--- src/rtl/sync_pkg.sv ---
// Shared definitions for the multi-channel input synchronizer/filter.
//   cnt_width(n) : width of a counter that must hold values 0..n (at least 1 bit)
//   DEF_*        : default parameter values used by sync_filter_chan / sync_filter_multi
package sync_pkg;

    localparam int DEF_NUM_CH        = 4;
    localparam int DEF_SYNC_STAGES   = 2;
    localparam int DEF_FILTER_CYCLES = 3;

    function automatic int cnt_width(input int n);
        int w;
        w = (n <= 0) ? 1 : $clog2(n + 1);
        return (w < 1) ? 1 : w;
    endfunction

endpackage

--- src/rtl/sync_filter_chan.sv ---
// Single channel: SYNC_STAGES-deep metastability chain, optional stable-count
// glitch filter and registered rise/fall edge pulses.
//   clk        : system clock
//   n_rst      : asynchronous active-low reset
//   async_in   : asynchronous pin
//   sync_out   : synchronized (and filtered) level
//   rise_pulse : one cycle high on 0->1 of sync_out
//   fall_pulse : one cycle high on 1->0 of sync_out
module sync_filter_chan
    import sync_pkg::*;
#(
    parameter int   SYNC_STAGES   = DEF_SYNC_STAGES,
    parameter int   FILTER_CYCLES = DEF_FILTER_CYCLES,
    parameter logic RESET_BIT     = 1'b0
) (
    input  logic clk,
    input  logic n_rst,
    input  logic async_in,
    output logic sync_out,
    output logic rise_pulse,
    output logic fall_pulse
);

    logic [SYNC_STAGES-1:0] stage;
    logic                   s_last;
    logic                   sync_lvl;
    logic                   sync_out_d;

    always_ff @(posedge clk or negedge n_rst) begin
        if (!n_rst) begin
            stage <= {SYNC_STAGES{RESET_BIT}};
        end else begin
            stage <= {stage[SYNC_STAGES-2:0], async_in};
        end
    end

    assign s_last = stage[SYNC_STAGES-1];

    generate
        if (FILTER_CYCLES == 0) begin : g_bypass
            // No extra flop: timing identical to a plain N-flop synchronizer.
            assign sync_lvl = s_last;
        end else begin : g_filter
            localparam int              CW       = cnt_width(FILTER_CYCLES);
            localparam logic [CW-1:0]   CNT_LAST = CW'(FILTER_CYCLES - 1);

            logic [CW-1:0] cnt;
            logic          lvl;

            // cnt tracks how many consecutive cycles the synced value has
            // disagreed with the output; the N-th disagreement commits it.
            always_ff @(posedge clk or negedge n_rst) begin
                if (!n_rst) begin
                    cnt <= '0;
                    lvl <= RESET_BIT;
                end else if (s_last == lvl) begin
                    cnt <= '0;
                end else if (cnt == CNT_LAST) begin
                    lvl <= s_last;
                    cnt <= '0;
                end else begin
                    cnt <= cnt + CW'(1);
                end
            end

            assign sync_lvl = lvl;
        end
    endgenerate

    always_ff @(posedge clk or negedge n_rst) begin
        if (!n_rst) begin
            sync_out_d <= RESET_BIT;
        end else begin
            sync_out_d <= sync_lvl;
        end
    end

    // Both operands are flop outputs, so the pulses cannot glitch.
    assign sync_out   = sync_lvl;
    assign rise_pulse = sync_lvl & ~sync_out_d;
    assign fall_pulse = ~sync_lvl & sync_out_d;

endmodule

--- src/rtl/sync_filter_multi.sv ---
// NUM_CH independent synchronizer/filter channels for asynchronous pins.
//   clk        : system clock
//   n_rst      : asynchronous active-low reset
//   async_in   : [NUM_CH] asynchronous inputs
//   sync_out   : [NUM_CH] synchronized, filtered levels
//   rise_pulse : [NUM_CH] one-cycle pulse on each 0->1 of sync_out
//   fall_pulse : [NUM_CH] one-cycle pulse on each 1->0 of sync_out
module sync_filter_multi
    import sync_pkg::*;
#(
    parameter int                NUM_CH        = DEF_NUM_CH,
    parameter int                SYNC_STAGES   = DEF_SYNC_STAGES,
    parameter int                FILTER_CYCLES = DEF_FILTER_CYCLES,
    parameter logic [NUM_CH-1:0] RESET_VAL     = {NUM_CH{1'b0}}
) (
    input  logic              clk,
    input  logic              n_rst,
    input  logic [NUM_CH-1:0] async_in,
    output logic [NUM_CH-1:0] sync_out,
    output logic [NUM_CH-1:0] rise_pulse,
    output logic [NUM_CH-1:0] fall_pulse
);

    generate
        for (genvar i = 0; i < NUM_CH; i++) begin : g_ch
            sync_filter_chan #(
                .SYNC_STAGES  (SYNC_STAGES),
                .FILTER_CYCLES(FILTER_CYCLES),
                .RESET_BIT    (RESET_VAL[i])
            ) u_chan (
                .clk       (clk),
                .n_rst     (n_rst),
                .async_in  (async_in[i]),
                .sync_out  (sync_out[i]),
                .rise_pulse(rise_pulse[i]),
                .fall_pulse(fall_pulse[i])
            );
        end
    endgenerate

endmodule

--- config.mk ---
export PLATFORM = sky130hd
export DESIGN_NAME = sync_filter_multi
export DESIGN_NICKNAME = d
export VERILOG_FILES = /design/src/rtl/sync_pkg.sv /design/src/rtl/sync_filter_chan.sv /design/src/rtl/sync_filter_multi.sv
export SDC_FILE = /design/constraint.sdc
export NUM_CORES = 1
export LEC_CHECK = 0
export BUFFER_PORTS_ARGS = -buffer_cell sky130_fd_sc_hd__clkbuf_2
export CELL_PAD_IN_SITES_DETAIL_PLACEMENT = 1
export CELL_PAD_IN_SITES_GLOBAL_PLACEMENT = 2
export CORE_MARGIN = 5
export CORE_UTILIZATION = 36
export DETAILED_ROUTE_END_ITERATION = 16
export GPL_TIMING_DRIVEN = 0
export PLACE_DENSITY = 0.73
export SLEW_MARGIN = 20
export SYNTH_ARGS = -nofsm -noshare
export SYNTH_HDL_FRONTEND = slang
export SYNTH_SLANG_ARGS = --single-unit
export TNS_END_PERCENT = 5
--- constraint.sdc ---
create_clock -name clk -period 1.18 [get_ports clk]
set_clock_uncertainty 0.15 [all_clocks]
set_input_delay 0.118 -clock clk [delete_from_list [all_inputs] [get_ports clk]]
set_output_delay 0.118 -clock clk [all_outputs]
set_load 0.02 [all_outputs]
After elaboration in Yosys (flattened, before gate mapping)
Index checks and enable logic that the tools add are counted.
{"block": "op_classes", "reduce_logical": 4, "add_sub_neg": 4, "muxes": 8, "eq_ne": 8, "bitwise_logic": 20}
{"op": "$mux W2", "n": 8}
{"op": "$not A1 Y1", "n": 12}
{"op": "$add A2 B1 Y2 const B", "n": 4}
{"op": "$and A1 B1 Y1", "n": 8}
{"op": "$eq A2 B2 Y1 const B", "n": 4}
{"op": "$reduce_and A2 Y1", "n": 4}
{"op": "$eq A1 B1 Y1", "n": 4}
{"block": "word_totals", "input_bits": 6, "out_inout_bits": 12, "register_bits": 24}

Longest topological paths before layout
Gate-level depths: netlist of the first run.
{"block": "logic_depth", "word_depth": 3, "depth_mapped": 2, "depth_no_buf": 2}

Cells and area by module
A second synthesis of the first run with hierarchy kept.
{"block": "unflattened", "cells_unflattened": 52, "area_unflattened_um2": 875.8}
{"module": "sync_filter_chan", "area_per_inst_um2": 219.0, "cells_per_inst": 13, "seq_area_each_um2": 150.1, "n_inst": 4}

Worst setup path after synthesis of the first run
OpenSTA, ideal clock, no wires.
{"block": "synth_timing", "kind": "flip-flop to flip-flop", "start": "register g_ch[2].u_chan.g_filter.cnt[0]", "end": "register g_ch[2].u_chan.g_filter.lvl", "arrival_ns": 0.787, "stages_incl_launch_ff": 3, "path_slack_ns": 0.118, "synth_period_minus_slack_ns": 1.062, "path_cell_list": "dfrtp_1 > nor2b_4 > mux2_4"}
{"block": "synth_between", "elab_chain_cells": 2}
{"item": "from (decl)", "line_no": "sync_filter_chan.sv:47", "text": "logic [CW-1:0] cnt;"}
{"item": "from (signal assigned)", "line_no": "sync_filter_chan.sv:62", "text": "cnt <= cnt + CW'(1);"}
{"item": "$eq A2 B2 Y1", "line_no": "sync_filter_chan.sv:58", "text": "end else if (cnt == CNT_LAST) begin"}
{"item": "$reduce_and A2 Y1 (no line)"}
{"item": "to (signal assigned)", "line_no": "sync_filter_chan.sv:59", "text": "lvl <= s_last;"}
{"item": "to (decl)", "line_no": "sync_filter_chan.sv:48", "text": "logic lvl;"}
Every way passes these cells.
A chain may end at the register's enable or synchronous reset.

Worst setup path after layout of the first run
{"block": "layout_timing", "start": "register g_ch[2].u_chan.g_filter.lvl", "end": "output port fall_pulse[2]"}
{"block": "layout_between", "elab_chain_cells": 2}
{"item": "$not A1 Y1", "line_no": "sync_filter_chan.sv:81", "text": "assign fall_pulse = ~sync_lvl & sync_out_d;"}
{"item": "$and A1 B1 Y1", "line_no": "sync_filter_chan.sv:81"}
{"item": "to (decl)", "line_no": "sync_filter_multi.sv:21", "text": "output logic [NUM_CH-1:0] fall_pulse"}
Every way passes these cells.

==> results of run 1 <==
## area by class of cell
type	count	area (um2)
well taps	30	37.54
plain buffers	6	45.04
repair buffers	28	257.7
clock buffers	3	22.52
clock inverters	1	30.03
multi-input cells	28	297.8
fillers	258	1229
flip-flops and latches	24	603.1
## cells in the mapped netlist (all sizes together)
library cell	number	area (um2)
mux2	4	60.06
nor2b	8	80.07
and2b	4	30.03
dfrtp	24	600.6
xnor2	4	35.03
nor3	4	20.02
nor3b	4	50.05
buf	12	90.09
## worst max-delay path, delay by kind of cell, from the launching register on
kind / cells / cell delay (ns)
flops: 1 / 0.46
simple gates: 1 / 0.23
buf+inv: 1 / 0.15
## path summary, 6_finish.rpt
check | startpoint | cells past startpoint | endpoint | slack [ns]
worst min-delay path | n_rst | 2 | g_ch[3].u_chan.stage[0]$_DFF_PN0_ | 0.16
min in group clk | g_ch[0].u_chan.stage[0]$_DFF_PN0_ | 0 | g_ch[0].u_chan.stage[1]$_DFF_PN0_ | 0.21
worst min register to register | g_ch[0].u_chan.stage[0]$_DFF_PN0_ | 0 | g_ch[0].u_chan.stage[1]$_DFF_PN0_ | 0.21
worst max register to register | g_ch[0].u_chan.sync_out$_DFFE_PN0P_ | 3 | g_ch[0].u_chan.g_filter.cnt[0]$_DFF_PN0_ | 0.06
worst max-delay path | g_ch[2].u_chan.sync_out$_DFFE_PN0P_ | 2 | fall_pulse[2] | -0.23
max in group asynchronous | n_rst | 2 | g_ch[2].u_chan.sync_out$_DFFE_PN0P_ | 0.32
## power groups by stage
stage | clock network (mW) | logic [mW] | registers, mW
global route | 0.642 | 1.86 | 1.37
CTS | 0.598 | 1.68 | 1.32
finish | 0.574 | 1.75 | 1.32
floorplan | 0 | 1.09 | 1.32
detailed placement | 0 | 1.36 | 1.39
global placement | 0 | 1.34 | 1.36
## sequential cells by signal, summed over array words and instances (netlist names)
| signal | flops |
|---|---|
| g_ch.u_chan.sync_out | 4 |
| g_ch.u_chan.stage | 8 |
| g_ch.u_chan.sync_out_d | 4 |
| g_ch.u_chan.g_filter.cnt | 8 |
## what timing repair did
action | CTS | global route
hold buffers | 5 | 0
setup endpoints to repair | 12 | 18
setup buffers | 6 | 0
endpoints found under the hold margin | 28 | 0
gates resized for setup | 17 | 9
## layer usage
metal,vias to the layer above,share of wire,routed length (um)
li1,251,-,-
met1,262,0.42,549
met2,10,0.52,686
met3,2,0.048,64
met4,0,0.014,19
met5,-,0,0
## cells by family (layout without fill, tap and decap cells)
logic type | after synthesis | count (layout) | share of synthesized area
buffers and inverters | 12 | 38 | 0.09327
XOR/XNOR | 4 | 4 | 0.03627
multiplexers | 4 | 4 | 0.06218
flip-flops | 24 | 24 | 0.6218
AND/OR/NAND/NOR | 20 | 20 | 0.1865
## stage by stage
| stage | hold slack (ns) | area [um2] |
|---|---|---|
| floorplan | -0.3276 | 965.9 |
| global placement | -0.007889 | 1089 |
| detailed placement | -0.004908 | 1089 |
| CTS | 0.1802 | 1266 |
| global route | 0.2244 | 1294 |
| finish | 0.1618 | 1294 |
## placed cells by master, fill, tap and decap left out, types with 4 or more instances in the layout
| cell | n |
|---|---|
| nor3b_2 | 4 |
| nor2b_1 | 4 |
| nor3_1 | 4 |
| mux2_4 | 4 |
| and2b_1 | 4 |
| dfrtp_1 | 22 |
| clkbuf_2 | 8 |
| buf_4 | 12 |
| clkbuf_8 | 4 |
| nor2b_4 | 4 |
| dlygate4sd3_1 | 5 |
==> flow_metrics.env, run 1 <==
export IMPL_slowest_stage="dfrtp_2"
export IMPL_cp_start_kind="flop"
export IMPL_intPower_mw=2.505
export IMPL_postRouteWirelength_um=1320
export IMPL_crit_fanout=5
export IMPL_first_pass_iters=2
export IMPL_drc=0
export IMPL_max_stage_delay_ns=0.46
export IMPL_synth_seq_area_share=0.6218
export IMPL_dieWidth_um=61.80
export IMPL_rows=18
export IMPL_vdd_drop_max_v=0.001219
export IMPL_n_antenna_cell=0
export IMPL_antenna_found_initial=0
export IMPL_final_antenna_net_count=0
export IMPL_synth_seq_cells=24
export IMPL_grt_max_degree=25
export IMPL_drt_wirelength_per_cell_um=11.00
export IMPL_grt_use_total=0.08875
export IMPL_drv_slew=0
export IMPL_initial_core_util=0.3829
export IMPL_p_sw_frac=0.3115
export IMPL_layout_setup_ws_ns=-0.2298
export IMPL_cap_violations=0
export IMPL_status="complete, but fails checks"
export IMPL_worstPathCellList="and2b_1 -> clkbuf_8"
export IMPL_powerDensity_nw_per_um2=2812
export IMPL_netlist_instances=64
export IMPL_violations="setup timing"
export IMPL_grt_use_met3=0.01860
export IMPL_vias=525
export IMPL_final_nets=97
export IMPL_initialDrtViolationCount=1
export IMPL_syn_to_final_growth_pct=33.94
export IMPL_cts_buffers_inserted=3
export IMPL_grtUsageMet1=0.1042
export IMPL_clock_power_share=0.158
export IMPL_fmax_mhz=709.3
export IMPL_yosysWarnings=0
export IMPL_worst_slew_pin_slew_ns=0.5587
export IMPL_hpwl_um=915.3
export IMPL_synth_area_um2=965.9
export IMPL_critical_path_class="flop to primary output"
export IMPL_tns_ns=-1.972
export IMPL_path_clk_slew_ns=0.13
export IMPL_p_seq_frac=0.362
export IMPL_die_area_um2=3819
export IMPL_clkLatencyLatePin_ns=0.31
export IMPL_port_buffers=17
export IMPL_period_needed_ns=1.410
export IMPL_pwr_share_comb=0.480
export IMPL_finalCritPeriodShare=1.195
export IMPL_synthDistinctLibCells=9
export IMPL_cp_end_kind="primary output"
export IMPL_grt_setup_unrepaired="yes"
export IMPL_cp_arrival_ns=1.14
export IMPL_die_h_um=61.80
export IMPL_post_place_ws_ns=0.006485
export IMPL_clock_path_buffers=2
export IMPL_core_area_um2=2522
export IMPL_drive_above_1_share=0.5556
export IMPL_viasPerCell=4.375
export IMPL_syn_area_per_cell_um2=15.09
export IMPL_setup_viol=12
export IMPL_cts_htree_levels=1
export IMPL_cts_tree="done"
export IMPL_cts_sinks=24
export IMPL_clockRootBuffer="clkbuf_4"
export IMPL_synth_nets=70
export IMPL_slew_headroom=0.6276
export IMPL_p_leak_nw=0.6150
export IMPL_grt_pass1_wl_um=2394
export IMPL_busiest_layer="met2"
export IMPL_dp_cells=111
export IMPL_grt_pass1_vias=567
export IMPL_utilization=0.5129
export IMPL_instances_no_fill=120
export IMPL_overflow=0
export IMPL_pin_count=18
export IMPL_hold_viol=0
export IMPL_cp_required_ns=0.91
export IMPL_power_mw=3.638
export IMPL_globalplace_congestion=0.6390
export IMPL_min_path_type="input pin to asynchronous set/reset pin"
export IMPL_met2_usage=0.1435
export IMPL_power_switching_mw=1.133
No activity file was read; power rests on OpenSTA's default activity.
==> run 2: changes to the inputs <==
Settings changed: CORE_ASPECT_RATIO from default to 0.7.
==> run 2 against run 1 <==
Cell area grew 7.2%. Setup slack gained 0.088 ns. Core utilization grew 3.8 points. The flow still finishes with violations (setup timing). Clock power shrank 18%. Global-route usage grew 0.37 points. Critical path depth is the same. Via count grew 2.5%. Non-clock buffer count is the same.
==> flow_metrics.env, run 2 (synthesis gave the netlist of run 1 again) <==
export IMPL_core_area_um2=2515
export IMPL_reg2reg_depth=3
export IMPL_dieWidth_um=71.91
export IMPL_globalplace_congestion=0.6400
export IMPL_min_path_type="flop to flop"
export IMPL_drc=0
export IMPL_grt_use_total=0.09245
export IMPL_final_cell_mix="dfrtp_1, clkbuf_8, buf_6"
export IMPL_utilization=0.5512
export IMPL_setup_viol=15
export IMPL_cp_end_kind="primary output"
export IMPL_viasPerCell=4.374
export IMPL_finalCritPeriodShare=1.120
export IMPL_rows=15
export IMPL_die_area_um2=3836
export IMPL_cts_tree="done"
export IMPL_final_common_cell="dfrtp_1"
export IMPL_drv_slew=0
export IMPL_instances_no_fill=123
export IMPL_vias=538
export IMPL_vdd_drop_max_v=0.001042
export IMPL_cap_violations=0
export IMPL_cts_htree_levels=1
export IMPL_power_switching_mw=1.298
export IMPL_pwr_share_comb=0.531
export IMPL_initial_core_util=0.3841
export IMPL_worstPathBufferInverterCount=1
export IMPL_r2r_end="g_ch[0].u_chan.sync_out$_DFFE_PN0P_"
export IMPL_cp_required_ns=0.91
export IMPL_timing_reg2reg_setup_slack_ns=-0.04
export IMPL_grt_pass1_wl_um=2635
export IMPL_fmax_mhz=756.4
export IMPL_crit_cells=2
export IMPL_largestRegisters="g_ch.u_chan.g_filter.cnt x8, g_ch.u_chan.stage x8"
export IMPL_crit_path_end="fall_pulse[3]"
export IMPL_postRouteWirelength_um=1738
export IMPL_path_clk_slew_ns=0.08
export IMPL_worst_slew_pin_slew_ns=0.5829
export IMPL_cts_sinks=24
export IMPL_cp_start_kind="flop"
export IMPL_worstPathCellList="and2b_1 -> clkbuf_8"
export IMPL_crit_fanout=5
export IMPL_p_sw_frac=0.3295
export IMPL_final_nets=97
export IMPL_critical_path_class="flop to primary output"
export IMPL_first_pass_iters=2
export IMPL_status="complete, but fails checks"
export IMPL_layout_setup_ws_ns=-0.1421
export IMPL_cpLargestDelayFamily="flip-flops"
export IMPL_final_antenna_net_count=0
export IMPL_clock_power_share=0.119
export IMPL_violations="setup timing"
export IMPL_period_needed_ns=1.322
export IMPL_cp_arrival_ns=1.05
export IMPL_clock_path_buffers=2
export IMPL_clockRootBuffer="clkbuf_8"
export IMPL_hold_viol=0
export IMPL_p_leak_nw=0.6440
export IMPL_powerDensity_nw_per_um2=2842
export IMPL_syn_to_final_growth_pct=43.52
export IMPL_initialDrtViolationCount=6
export IMPL_intPower_mw=2.642
export IMPL_pin_count=18
export IMPL_drive_above_1_share=0.5843
export IMPL_crit_path_start="g_ch[3].u_chan.sync_out$_DFFE_PN0P_"
export IMPL_max_stage_delay_ns=0.44
export IMPL_hpwl_um=1008
export IMPL_overflow=0
export IMPL_die_h_um=53.34
export IMPL_p_seq_frac=0.351
export IMPL_drt_wirelength_per_cell_um=14.13
export IMPL_dp_cells=115
export IMPL_rr_startpoint="g_ch[0].u_chan.sync_out$_DFFE_PN0P_"
export IMPL_slowest_stage="dfrtp_1"
export IMPL_slew_headroom=0.6114
export IMPL_grt_pass1_vias=562
export IMPL_clkLatencyLatePin_ns=0.26
export IMPL_cts_buffers_inserted=3
export IMPL_grt_setup_unrepaired="yes"
export IMPL_antenna_found_initial=0
export IMPL_grt_max_degree=25
export IMPL_n_antenna_cell=0
export IMPL_port_buffers=17
-- run 2: routing by layer --
layer,vias to the layer above,routed length (um),GRT usage
met2,15,996,0.1692
met5,-,0,0
met3,2,109,0.04554
li1,245,-,-
met1,276,625,0.09685
met4,0,6,0.01875
-- run 2: worst min path at each step --
stage                                               endpoint  cells past startpoint                         startpoint  slack, ns
finish                     g_ch[0].u_chan.stage[1]$_DFF_PN0_                      0  g_ch[0].u_chan.stage[0]$_DFF_PN0_       0.20
global route               g_ch[1].u_chan.stage[1]$_DFF_PN0_                      0  g_ch[1].u_chan.stage[0]$_DFF_PN0_       0.23
CTS                        g_ch[2].u_chan.stage[1]$_DFF_PN0_                      0  g_ch[2].u_chan.stage[0]$_DFF_PN0_       0.21
detailed placement  g_ch[3].u_chan.g_filter.cnt[0]$_DFF_PN0_                      1                              n_rst      0.002
global placement    g_ch[3].u_chan.g_filter.cnt[1]$_DFF_PN0_                      1                              n_rst      -0.01
floorplan           g_ch[0].u_chan.g_filter.cnt[0]$_DFF_PN0_                      0                              n_rst      -0.33
-- run 2: repair_timing --
| item | CTS | global route |
|---|---|---|
| hold buffers | 5 | 0 |
| gates resized for setup | 30 | 17 |
| endpoints found under the setup margin | 12 | 19 |
| setup buffers | 8 | 1 |
| hold endpoints to repair | 28 | 0 |
| pin swaps | 0 | 1 |
-- run 2: metrics by stage --
stage	power [mW]	TNS, ns	hold slack [ns]	area [um2]	setup slack [ns]
after CTS	3.640	-1.196	0.2080	1303	-0.1435
final	3.940	-1.173	0.2033	1386	-0.1421
after global routing	4.159	-1.888	0.2267	1386	-0.1944
after global placement	2.696	0	-0.01062	1094	0.03475
after floorplan	2.408	0	-0.3276	965.9	0.1178
after detailed placement	2.749	0	0.001718	1094	0.02290
-- run 2: final cells by class --
type,instances,area (um2)
tap,34,42.54
sequential,24,601.8
fill,240,1129
timing repair buffer,31,322.8
buffer,3,30.03
clock buffer,3,41.29
multi-input combinational,28,347.8
-- run 2: power by group through the flow --
stage / logic (mW) / clock network (mW) / registers, mW
after detailed placement: 1.37 / 0 / 1.38
final: 2.09 / 0.468 / 1.38
after global routing: 2.21 / 0.530 / 1.42
after global placement: 1.34 / 0 / 1.36
after CTS: 1.81 / 0.487 / 1.34
after floorplan: 1.09 / 0 / 1.32
